### config.mk
export PLATFORM = sky130hd
export DESIGN_NAME = dispatch8_n_sync
export DESIGN_NICKNAME = d
export VERILOG_FILES = /design/src/rtl/dispatch8_n_sync.sv
export SDC_FILE = /design/constraint.sdc
export NUM_CORES = 1
export LEC_CHECK = 0
export ABC_AREA = 1
export CORE_UTILIZATION = 40
export CTS_CLUSTER_DIAMETER = 80
export CTS_CLUSTER_SIZE = 25
export DETAILED_ROUTE_END_ITERATION = 7
export GPL_ROUTABILITY_DRIVEN = 0
export PLACE_DENSITY = 0.65
export SKIP_CTS_REPAIR_TIMING = 1
export SLEW_MARGIN = 15
export SYNTH_ARGS = -nofsm -noshare
export SYNTH_HDL_FRONTEND = slang
export SYNTH_SLANG_ARGS = --single-unit
### constraint.sdc
create_clock -name clk -period 2.9 [get_ports clk]
set_clock_uncertainty 0.15 [all_clocks]
set_input_delay 0.435 -clock clk [delete_from_list [all_inputs] [get_ports clk]]
set_output_delay 0.435 -clock clk [all_outputs]
set_load 0.03 [all_outputs]
### src/rtl/dispatch8_n_sync.sv
// rtl/dispatch8_n_sync.sv - 1-to-8 lane dispatcher with a private 2-entry FIFO per lane
// Optional broadcast push into all lanes is enabled by defining DISPATCH8_BCAST_EN.
module dispatch8_n_sync #(
  parameter int DATA_WIDTH = 12
) (
  input  logic                  clk,
  input  logic                  rst,
  input  logic                  i_drive,
  input  logic [2:0]            i_dest,
  input  logic [DATA_WIDTH-1:0] i_data,
`ifdef DISPATCH8_BCAST_EN
  input  logic                  i_bcast,
`endif
  output logic                  o_free,
  output logic [7:0]            o_driveNext_8,
  output logic [DATA_WIDTH-1:0] o_data0,
  output logic [DATA_WIDTH-1:0] o_data1,
  output logic [DATA_WIDTH-1:0] o_data2,
  output logic [DATA_WIDTH-1:0] o_data3,
  output logic [DATA_WIDTH-1:0] o_data4,
  output logic [DATA_WIDTH-1:0] o_data5,
  output logic [DATA_WIDTH-1:0] o_data6,
  output logic [DATA_WIDTH-1:0] o_data7,
  input  logic [7:0]            i_freeNext_8,
  output logic [15:0]           o_count_8
);

  logic [DATA_WIDTH-1:0] head_q [8];
  logic [DATA_WIDTH-1:0] head_d [8];
  logic [DATA_WIDTH-1:0] tail_q [8];
  logic [DATA_WIDTH-1:0] tail_d [8];
  logic [1:0]            count_q [8];
  logic [1:0]            count_d [8];
  logic [7:0]            lane_full;
  logic [7:0]            push_en;
  logic [7:0]            pop_en;

  always_comb begin
    for (int k = 0; k < 8; k++) begin
      lane_full[k] = (count_q[k] == 2'd2);
    end
  end

  // Readiness looks only at registered counts, so a full lane never accepts through a same-cycle pop.
`ifdef DISPATCH8_BCAST_EN
  always_comb begin
    if (i_drive && i_bcast) o_free = ~(|lane_full);
    else                    o_free = ~lane_full[i_dest];
    for (int k = 0; k < 8; k++) begin
      push_en[k] = i_drive && o_free && (i_bcast || (i_dest == k[2:0]));
    end
  end
`else
  always_comb begin
    o_free = ~lane_full[i_dest];
    for (int k = 0; k < 8; k++) begin
      push_en[k] = i_drive && o_free && (i_dest == k[2:0]);
    end
  end
`endif

  always_comb begin
    for (int k = 0; k < 8; k++) begin
      pop_en[k]  = (count_q[k] != 2'd0) && i_freeNext_8[k];
      head_d[k]  = head_q[k];
      tail_d[k]  = tail_q[k];
      count_d[k] = count_q[k];
      case ({push_en[k], pop_en[k]})
        2'b10: begin
          if (count_q[k] == 2'd0) head_d[k] = i_data;
          else                    tail_d[k] = i_data;
          count_d[k] = count_q[k] + 2'd1;
        end
        2'b01: begin
          head_d[k]  = tail_q[k];
          count_d[k] = count_q[k] - 2'd1;
        end
        2'b11: begin
          // Count is unchanged; the new word lands behind whatever survives the pop.
          if (count_q[k] == 2'd1) begin
            head_d[k] = i_data;
          end else begin
            head_d[k] = tail_q[k];
            tail_d[k] = i_data;
          end
        end
        default: ;
      endcase
    end
  end

  always_ff @(posedge clk) begin
    for (int k = 0; k < 8; k++) begin
      if (rst) begin
        head_q[k]  <= '0;
        tail_q[k]  <= '0;
        count_q[k] <= 2'd0;
      end else begin
        head_q[k]  <= head_d[k];
        tail_q[k]  <= tail_d[k];
        count_q[k] <= count_d[k];
      end
    end
  end

  always_comb begin
    for (int k = 0; k < 8; k++) begin
      o_driveNext_8[k]      = (count_q[k] != 2'd0);
      o_count_8[2*k +: 2]   = count_q[k];
    end
  end

  assign o_data0 = head_q[0];
  assign o_data1 = head_q[1];
  assign o_data2 = head_q[2];
  assign o_data3 = head_q[3];
  assign o_data4 = head_q[4];
  assign o_data5 = head_q[5];
  assign o_data6 = head_q[6];
  assign o_data7 = head_q[7];

endmodule

# Word level (Yosys, flattened, before mapping)
# Memory sizes are Yosys's and may differ from the RTL's.
# Cells that the tools add are included.
# W data, S select, Z words.
dict set report totals {
  in_bits 26
  regBits 0
  mem_bits_rw 208
  elab_cells 211
  memories 3
}
# name words word_bits rd rd_clocked_by_memory_dff write_ports line_no
set memory_table {}
lappend memory_table {head_q 8 12 8 0 8 28} ;# logic [DATA_WIDTH-1:0] head_q [8];
lappend memory_table {tail_q 8 12 8 0 8 30} ;# logic [DATA_WIDTH-1:0] tail_q [8];
lappend memory_table {count_q 8 2 8 0 8 32} ;# logic [1:0] count_q [8];
dict set report op_classes {
  n_reduce_logical 34
  addsub 16
  n_eq_ne 47
  n_mux 85
  order_cmp 1
  bitwise_logic 25
}
# cell n
set op_table {}
lappend op_table {{$mux W12} 48}
lappend op_table {{$pmux W12 S3} 8}
lappend op_table {{$pmux W12 S2} 8}
lappend op_table {{$eq A2 B2 Y1 const B} 24}
lappend op_table {{$eq A2 B1 Y1 const B} 16}
lappend op_table {{$pmux W2 S2} 8}
lappend op_table {{$or A1 B1 Y1} 24}
lappend op_table {{$logic_and A1 B1 Y1} 17}
lappend op_table {{$add A2 B1 Y2 const B} 8}
lappend op_table {{$logic_not A2 Y1} 8}
lappend op_table {{$mux W2} 8}
lappend op_table {{$reduce_bool A2 Y1} 8}
lappend op_table {{$sub A2 B1 Y2 const B} 8}
lappend op_table {{$eq A3 B3 Y1 const B} 4}
lappend op_table {{$eq A3 B2 Y1 const B} 2}
lappend op_table {{$lt A3 B4 Y1 const B} 1}
lappend op_table {{$mux W1} 4}
lappend op_table {{$bmux W1 S3} 1}
lappend op_table {{$eq A3 B1 Y1 const B} 1}
lappend op_table {{$logic_not A3 Y1} 1}
lappend op_table {{$not A1 Y1} 1}

# Logic depth before layout (Yosys ltp)
# Gate-level depths: netlist (run 1).
dict set report depth {
  word_depth 9
  ltp_mapped 19
}

# Worst setup path after synthesis (run 1)
# No wires, ideal clock.
dict set report synth_path {
  kind {register to register}
  from {memory count_q[5][0] (netlist: count_q[1][2])}
  to {memory tail_q[5][7] (netlist: tail_q[1][19])}
  t_required_ps 2622
  setup_slack_ps -120
  path_buffers 3
  arrival_time_ps 2742
  path_stages_with_launch 13
  setup_time_ps 128
  path_cell_list {dfxtp_1 > inv_1 > ha_1 > inv_1 > nand2_1 > buf_2 > buf_1 > ha_1 > o211ai_1 > inv_1 > clkbuf_1 > o21ai_0 > a21oi_1}
}
# item line_no
set synth_lines {}
lappend synth_lines {{from (decl)} 32}
lappend synth_lines {{to (decl)} 30}

==> results by stage, run 1 <==
CTS:
- The TritonCTS clock tree is built.
- The number of buffers created by CTS is 13.
- Clock-pin slew was measured on the worst setup and hold paths at around 0.1 ns.
- CTS built an H-tree with a depth of 1.
- The root buffer cell chosen for the clock tree is sky130_fd_sc_hd__clkbuf_16.
- At the later pin of the worst-skew pair, clock insertion delay measures 0.48 ns.
- The number of sinks driven by the clock tree is ~210.
- The clock passes through at most 3 buffers.

GRT:
- The number of global-route vias before repair is 9112.
- The wire length of the first global-routing pass is just under 50000 um.
- The number of antenna violations at the first check in global routing is 0.
- Entering global routing, the biggest net connects 75 pins.
- Global routing consumed, over all layers together, a little under a quarter of the routing resources.
- Global routing finished with a remaining overflow of 0.

Timing:
- Adding up every negative setup slack in the final design gives 0 ns.
- Static timing analysis puts the maximum clock frequency at roughly 370 MHz.
- The number of slew-limit violations in the final report was 0.
- The post-route worst setup slack is 0.189 ns.
- Setup repair after global routing left no endpoint under its margin.
- The minimum clock period is between 2 and 3 ns.
- The worst hold slack across all endpoints is just over 0.3 ns.
- The share of the clock period used by the worst path after layout is 93.5%.
- At the pin with the least slew margin, the transition time is ~0.61 ns.
- The worst slew slack as a fraction of its limit is between 50% and 60%.
- The hold violation count in the final report is 0.
- Setup violations remaining at the end of the flow were counted as 0.

Worst setup path:
- The category of the most critical setup path is flop to flop.
- The type of element capturing the critical path is a flop.
- The number of cells traversed by the worst register-to-register path is 12.
- The minimum setup slack among reg-to-reg paths is roughly 0.19 ns.
- The critical path data arrival time is 2.93 ns.
- The highest net fanout along the worst path is 8.
- The endpoint of the lowest-slack register-to-register path is head_q[0][27].
- The worst setup path is launched from a flop.
- The worst register-to-register path begins at count_q[0][6].
- STA puts the critical path data required time at around 3.1 ns.

Power and ir drop:
- The leakage dissipation is 0.00602 uW.
- The total power per unit cell area is about 770 nW/um^2.
- Overall power consumption after layout is estimated at around 10000 uW.
- Across the VDD grid, the largest voltage drop is 304 uV.

Run status:
- The flow ran to the end, but the final reports show violations.
- The checks that failed: design-rule violations.

Route:
- The detail-routed via count per cell is ~5.1.
- The pre-antenna-repair detailed-routing pass consisted of 7 iterations.
- Once detail routing completed, the nets flagged for antenna violations numbered 0.
- The post-route DRC violation count is 10.
- Wires add up to 32000 um.
- The detailed router finished its first iteration with approximately 850 violations.
- The routed layout has between 9000 and 10000 vias.
- The mean routed wirelength per cell is ~16 um.

Floorplanning:
- In this run the core area contains around 60 standard-cell rows.
- The die boundary height is about 170 um.
- For this configuration, the core starts out at a cell density of 40.9%.
- The die area is ~27000 um^2.
- The number of top-level pins is about 150.
- The standard cell core area is ~26000 um^2.
- The overall die width is ~170 um.

Worst hold path:
- The path class of the lowest-slack min-delay path is flop to flop.
- The hold path startpoint is tail_q[1][43].
- The cell depth of the worst hold path is 2.
- The endpoint with the worst hold slack is tail_q[1][43].

Synth:
- The number of warnings issued by yosys is 0.
- Counting every net in the synthesized netlist gives about 1500.
- The average cell area after synthesis is approximately 7.5 um^2.
- After synthesis the netlist holds a flip-flop and latch count of between 200 and 250.
- After technology mapping, the gate count stands at roughly 1400.
- The proportion of synthesized chip area in sequential cells is about two fifths.
- Synthesis instantiated 27 different standard cells from the library.
- The total standard cell area after synthesis is about 11000 um^2.

Cells and area:
- The antenna diode instance count is 0.
- The total non-filler cell area in the finished layout is between 10000 and 15000 um^2.
- Compared with the post-synthesis result, the final layout area differs by 26.0%.
- After filler insertion, the fill cell instance count of the layout stands at between 2000 and 3000.
- In the final layout, flip-flops and latches occupy between 4000 and 5000 um^2.
- The fraction of layout instances using a drive strength above 1 is between 10% and 20%.
- After the last flow step, the layout net total stands at 1688.
- The footprint of the multi-input gates is approximately 5200 um^2.

Placed design:
- Detailed placement ended at an HPWL of ~22000 um.
- The number of buffers inserted by port buffering is 146.
- The post-placement setup slack is -0.401 ns.
- The post-place instance area is around 13000 um^2.

Run:
- The tool flagged a number of max-cap violations equal to 0.
[worst max path at each step]
stage	startpoint	to	slack [ns]	cells after the start
after floorplan	count_q[1][6]	tail_q[1][19]	0.009	18
after global placement	i_dest[1]	head_q[1][33]	-0.34	18
after detailed placement	i_dest[0]	head_q[1][33]	-0.40	18
after CTS	count_q[0][2]	head_q[1][33]	-0.07	18
after global routing	count_q[0][6]	head_q[0][30]	0.006	12
final	count_q[0][6]	head_q[0][27]	0.19	12
[through the flow]
| stage | utilization (%) | cells |
|---|---|---|
| after floorplan | - | 1438 |
| after global placement | 49.8 | 1934 |
| after detailed placement | 49.8 | 1934 |
| after CTS | 51.3 | 1954 |
| after global routing | 51.6 | 1954 |
| final | 51.6 | 1954 |
[metal layers]
metal	wire (um)	global-route usage (%)	part of all wire (%)	vias to the layer above
met5	0	0	0	-
met4	514	5.24	1.6	0
met3	2020	2.81	6.3	37
met2	14100	35.7	44	288
met1	15300	32.4	48	4581
li1	-	-	-	5066
[cell usage in the layout (no fill, tap or decap), drive strengths merged, types with 10 or more instances in the layout]
cell / instances
buf: 111
xor2: 13
inv: 256
nand2: 150
nand3: 101
a21oi: 168
clkbuf: 14
clkdlybuf4s50: 145
o22ai: 12
ha: 48
clkinv: 10
o21ai: 107
dfxtp: 208
o32ai: 87
nor2: 171
[kinds of logic after synthesis]
kind of cell,synth area share (%)
AOI/OAI and AO/OA,21.0
DFF,38.8
adders and majority gates,5.60
buffers and inverters,13.7
xor gates and xnor gates,1.06
and+or+nand+nor,19.9
[area by class of cell]
| type | instances | area share [%] |
|---|---|---|
| Multi-Input combinational cell | 873 | 38.2 |
| Clock buffer | 14 | 2.43 |
| Tap cell | 335 | 3.10 |
| Inverter | 262 | 7.30 |
| Clock inverter | 6 | 0.556 |
| Timing Repair Buffer | 256 | 17.6 |
| Sequential cell | 208 | 30.9 |
[registers in the layout, summed over array words and instances, names as in the netlist]
signal   cells
tail_q      96
head_q      96
count_q     16
[critical path, stage by stage, from the launching register on]
cell and delay [ns]:
sky130_fd_sc_hd__dfxtp_2 0.41, sky130_fd_sc_hd__inv_1 0.08, sky130_fd_sc_hd__ha_1 0.24, sky130_fd_sc_hd__nand3_2 0.09
sky130_fd_sc_hd__nand2_2 0.07, sky130_fd_sc_hd__nor2_4 0.17, sky130_fd_sc_hd__nand4_2 0.15, sky130_fd_sc_hd__ha_1 0.25
sky130_fd_sc_hd__a21oi_1 0.49, sky130_fd_sc_hd__buf_4 0.23, sky130_fd_sc_hd__o32ai_1 0.08, sky130_fd_sc_hd__nor2_1 0.14
sky130_fd_sc_hd__nor2_1 0.06
[cell usage after synthesis]
cell type / number / area (um^2)
sky130_fd_sc_hd__buf_2: 19 / 95.1
sky130_fd_sc_hd__inv_1: 246 / 923
sky130_fd_sc_hd__ha_1: 48 / 601
sky130_fd_sc_hd__o211ai_1: 5 / 37.5
sky130_fd_sc_hd__a21oi_1: 168 / 841
sky130_fd_sc_hd__nor2_2: 4 / 25.0
sky130_fd_sc_hd__clkbuf_1: 49 / 184
sky130_fd_sc_hd__o32ai_1: 87 / 762
sky130_fd_sc_hd__nand3_2: 44 / 440
sky130_fd_sc_hd__nand2_1: 142 / 533
sky130_fd_sc_hd__inv_2: 6 / 22.5
sky130_fd_sc_hd__nand3_1: 57 / 285
sky130_fd_sc_hd__dfxtp_1: 208 / 4160
sky130_fd_sc_hd__buf_1: 8 / 30.0
sky130_fd_sc_hd__nand4_2: 4 / 50.1
sky130_fd_sc_hd__o22ai_1: 12 / 75.1
sky130_fd_sc_hd__nand2_4: 1 / 11.3
sky130_fd_sc_hd__o21ai_0: 107 / 536
sky130_fd_sc_hd__clkinv_1: 10 / 37.5
sky130_fd_sc_hd__xor2_1: 13 / 114
sky130_fd_sc_hd__buf_6: 8 / 90.1
sky130_fd_sc_hd__nor2_4: 2 / 22.5
sky130_fd_sc_hd__nor2_1: 165 / 619
sky130_fd_sc_hd__nor3_1: 3 / 15.0
sky130_fd_sc_hd__buf_4: 11 / 82.6
sky130_fd_sc_hd__nand2_2: 7 / 43.8
sky130_fd_sc_hd__nand4_4: 4 / 85.1
[where the power goes]
| part | total [uW] | internal (uW) | switching, uW | leakage [uW] |
|---|---|---|---|---|
| logic | 4760 | 1850 | 2910 | 0.00413 |
| registers | 3610 | 3340 | 277 | 0.00170 |
| clock network | 1990 | 943 | 1050 | 0.000195 |
| total | 10400 | 6130 | 4240 | 0.00602 |
Note: power is estimated with default switching activity, not from simulation.
==> inputs of run 2 (changes only) <==
==> constraint.sdc (replaced) <==
create_clock -name clk -period 3.3 [get_ports clk]
set_clock_uncertainty 0.15 [all_clocks]
set_input_delay 0.495 -clock clk [delete_from_list [all_inputs] [get_ports clk]]
set_output_delay 0.495 -clock clk [all_outputs]
set_load 0.03 [all_outputs]
==> run 2 against run 1 <==
  * The flow still finishes with violations (design-rule violations)
  * Critical endpoint is now head_q[0][28]
  * Register-to-register slack improved by 0.21 ns
  * Combinational power down 14%
  * Sequential power fell by 12%
  * Critical path type unchanged
  * Global-route usage is 0.11 points higher
==> results by stage, run 2 (same netlist as run 1, synthesis figures left out) <==
Run status:
- The flow ran to the end, but the final reports show violations.
- The checks that failed: design-rule violations.

Timing:
- The routed design could run at a clock period as short as 2.90 ns.
- Setup repair after global routing left no endpoint under its margin.
- The hold violation count in the final report is 0.
- The maximum clock frequency is ~340 MHz.
- Dividing the final minimum period by the clock period gives between 80% and 90%.
- Setup violations remaining at the end of the flow were counted as 0.
- The number of slew-limit violations in the final report is 0.
- The worst slew slack as a fraction of its limit is 37.7%.
- The final sum of negative setup slack is 0 ns.
- At the pin with the least slew margin, the transition time is 0.935 ns.

Route:
- The total vias in the final route is about 9900.
- The starting DRC count in detailed routing is 839.
- The first TritonRoute pass finished after 7 iterations.
- The routed wire length is between 30000 and 40000 um.
- The mean routed wirelength per cell is between 15 and 20 um.
- Using the TritonRoute via totals, the vias-per-cell ratio works out to approximately 5.2.
- In this run the remaining antenna-violating nets after routing total 0.
- The post-route DRC violation count is 11.

Worst hold path:
- The min-delay analysis places its worst path in the category flop to flop.

Floorplanning:
- Row generation in the floorplan step produced 59 rows.
- The starting density of the core is a little over 40%.
- The standard cell core area is ~26000 um^2.
- The floorplan step set the die height to 166 um.
- The die covers about 27000 um^2.
- The die is approximately 170 um wide.
- The number of top-level pins is between 100 and 150.

Power and ir drop:
- The completed layout was analyzed and its total power is ~9000 uW.
- Across the VDD grid, the largest voltage drop is approximately 340 uV.
- In this run the power density over the cells is 682 nW/um^2.
- The analysis attributes to cell leakage a power of around 0.006 uW.

Placed design:
- Once placement completed, the tool counted placed cells totaling roughly 1900.
- The post-detailed-placement half-perimeter wirelength is 21700 um.
- Buffers placed on the I/O ports in this run total roughly 150.
- Once placement finished, the instance area stood at ~13000 um^2.

Cells and area:
- The fraction of layout instances using a drive strength above 1 is between 10 and 15%.
- For this run, the number of standard cells in the final layout without fillers is just under 2000.
- In the layout the commonest cells are sky130_fd_sc_hd__inv_1, sky130_fd_sc_hd__dfxtp_1, sky130_fd_sc_hd__a21oi_1.
- The total non-filler cell area in the finished layout is between 10000 and 15000 um^2.
- The library cell used most frequently in the layout, excluding fill and tap cells, is sky130_fd_sc_hd__inv_1.
- In the final layout, the registers with the most flip-flops are head_q (96), tail_q (96), count_q (16).
- The total of fill cells in the finished design is ~2600.
- The end-of-flow core utilization is 50.4%.
- The post-synthesis to final-layout area growth is 23.1%.
- The antenna diode instance count is 0.
- The number of nets in the layout is 1659.

CTS:
- The worst-case clock buffer depth is 3.
- For this design, the sink count on the clock tree is between 200 and 250.
- The H-tree level count is 1.
- The number of buffers created by CTS is 13.
- The TritonCTS clock tree is built.
- CTS placed an instance of sky130_fd_sc_hd__clkbuf_16 at the clock tree root.
- The latest clock arrival within the worst-skew pair is between 0.4 and 0.5 ns.
- After clock tree synthesis, the clock-pin slew on the worst setup and hold paths is around 0.1 ns.

GRT:
- The number of antenna violations at the first check in global routing is 0.
- The number of global-route vias before repair is 8797.
- Entering global routing, the biggest net connects between 50 and 60 pins.
- The remaining global-route overflow is 0.
- The wire length of the first global-routing pass is between 40000 and 50000 um.
- For this run, the total global-route usage over all layers was measured as 22.6%.

Worst setup path:
- The critical path is of the flop to flop type.
- For the worst setup path, the data arrival time is around 3.2 ns.
- The type of element capturing the critical path is a flop.
- The kind of start point of the critical path is a flop.
- The data required time of the critical path is approximately 3.5 ns.
- In this run the worst path has a maximum fanout of 12.

Run:
- The number of violations of the max-capacitance limit is 0.
## run 2: critical path, cell delays in order, from the launching register on
cell                      delay (ns)
sky130_fd_sc_hd__dfxtp_1        0.37
sky130_fd_sc_hd__inv_1          0.13
sky130_fd_sc_hd__ha_1           0.22
sky130_fd_sc_hd__inv_1          0.11
sky130_fd_sc_hd__nand2_1        0.25
sky130_fd_sc_hd__inv_1          0.14
sky130_fd_sc_hd__ha_1           0.25
sky130_fd_sc_hd__a21oi_1        0.76
sky130_fd_sc_hd__o32ai_1        0.21
sky130_fd_sc_hd__nor2_1         0.16
sky130_fd_sc_hd__nor2_1         0.05
## run 2: routing by layer
metal	track usage, %	vias up	wire length, um
li1	-	4989	-
met5	0	-	0
met1	32.2	4598	14800
met3	3.48	39	2050
met4	5.44	0	664
met2	35.7	297	14500
## run 2: stage by stage
step	worst slack, ns	hold WS, ns
after floorplan	0.280	0.280
after global placement	-0.102	0.287
after detailed placement	-0.180	0.294
after CTS	0.321	0.308
after global routing	0.121	0.327
final	0.396	0.306
## run 2: power by group
part	total, uW	leakage (uW)	switching (uW)	internal [uW]
Clock	1730	0.000198	934	795
Sequential	3170	0.00170	245	2930
Combinational	4110	0.00397	2540	1570
## run 2: layout make-up
cell class              count  area [um^2]  area share, %
flip-flops and latches    208         4160           31.5
repair buffers            227         2130           16.1
clock buffers              15          353           2.67
multi-input cells         873         5100           38.6
clock inverters             6         53.8          0.407
inverters                 262          986           7.47
well taps                 335          419           3.17
## run 2: path summary, 6_finish.rpt
path,start,to,slack (ns),cells past startpoint
worst min register to register,tail_q[0][45],tail_q[0][45],0.31,2
worst max-delay path,count_q[0][4],head_q[0][28],0.40,10
worst max register to register,count_q[0][4],head_q[0][28],0.40,10
worst min-delay path,tail_q[0][45],tail_q[0][45],0.31,2
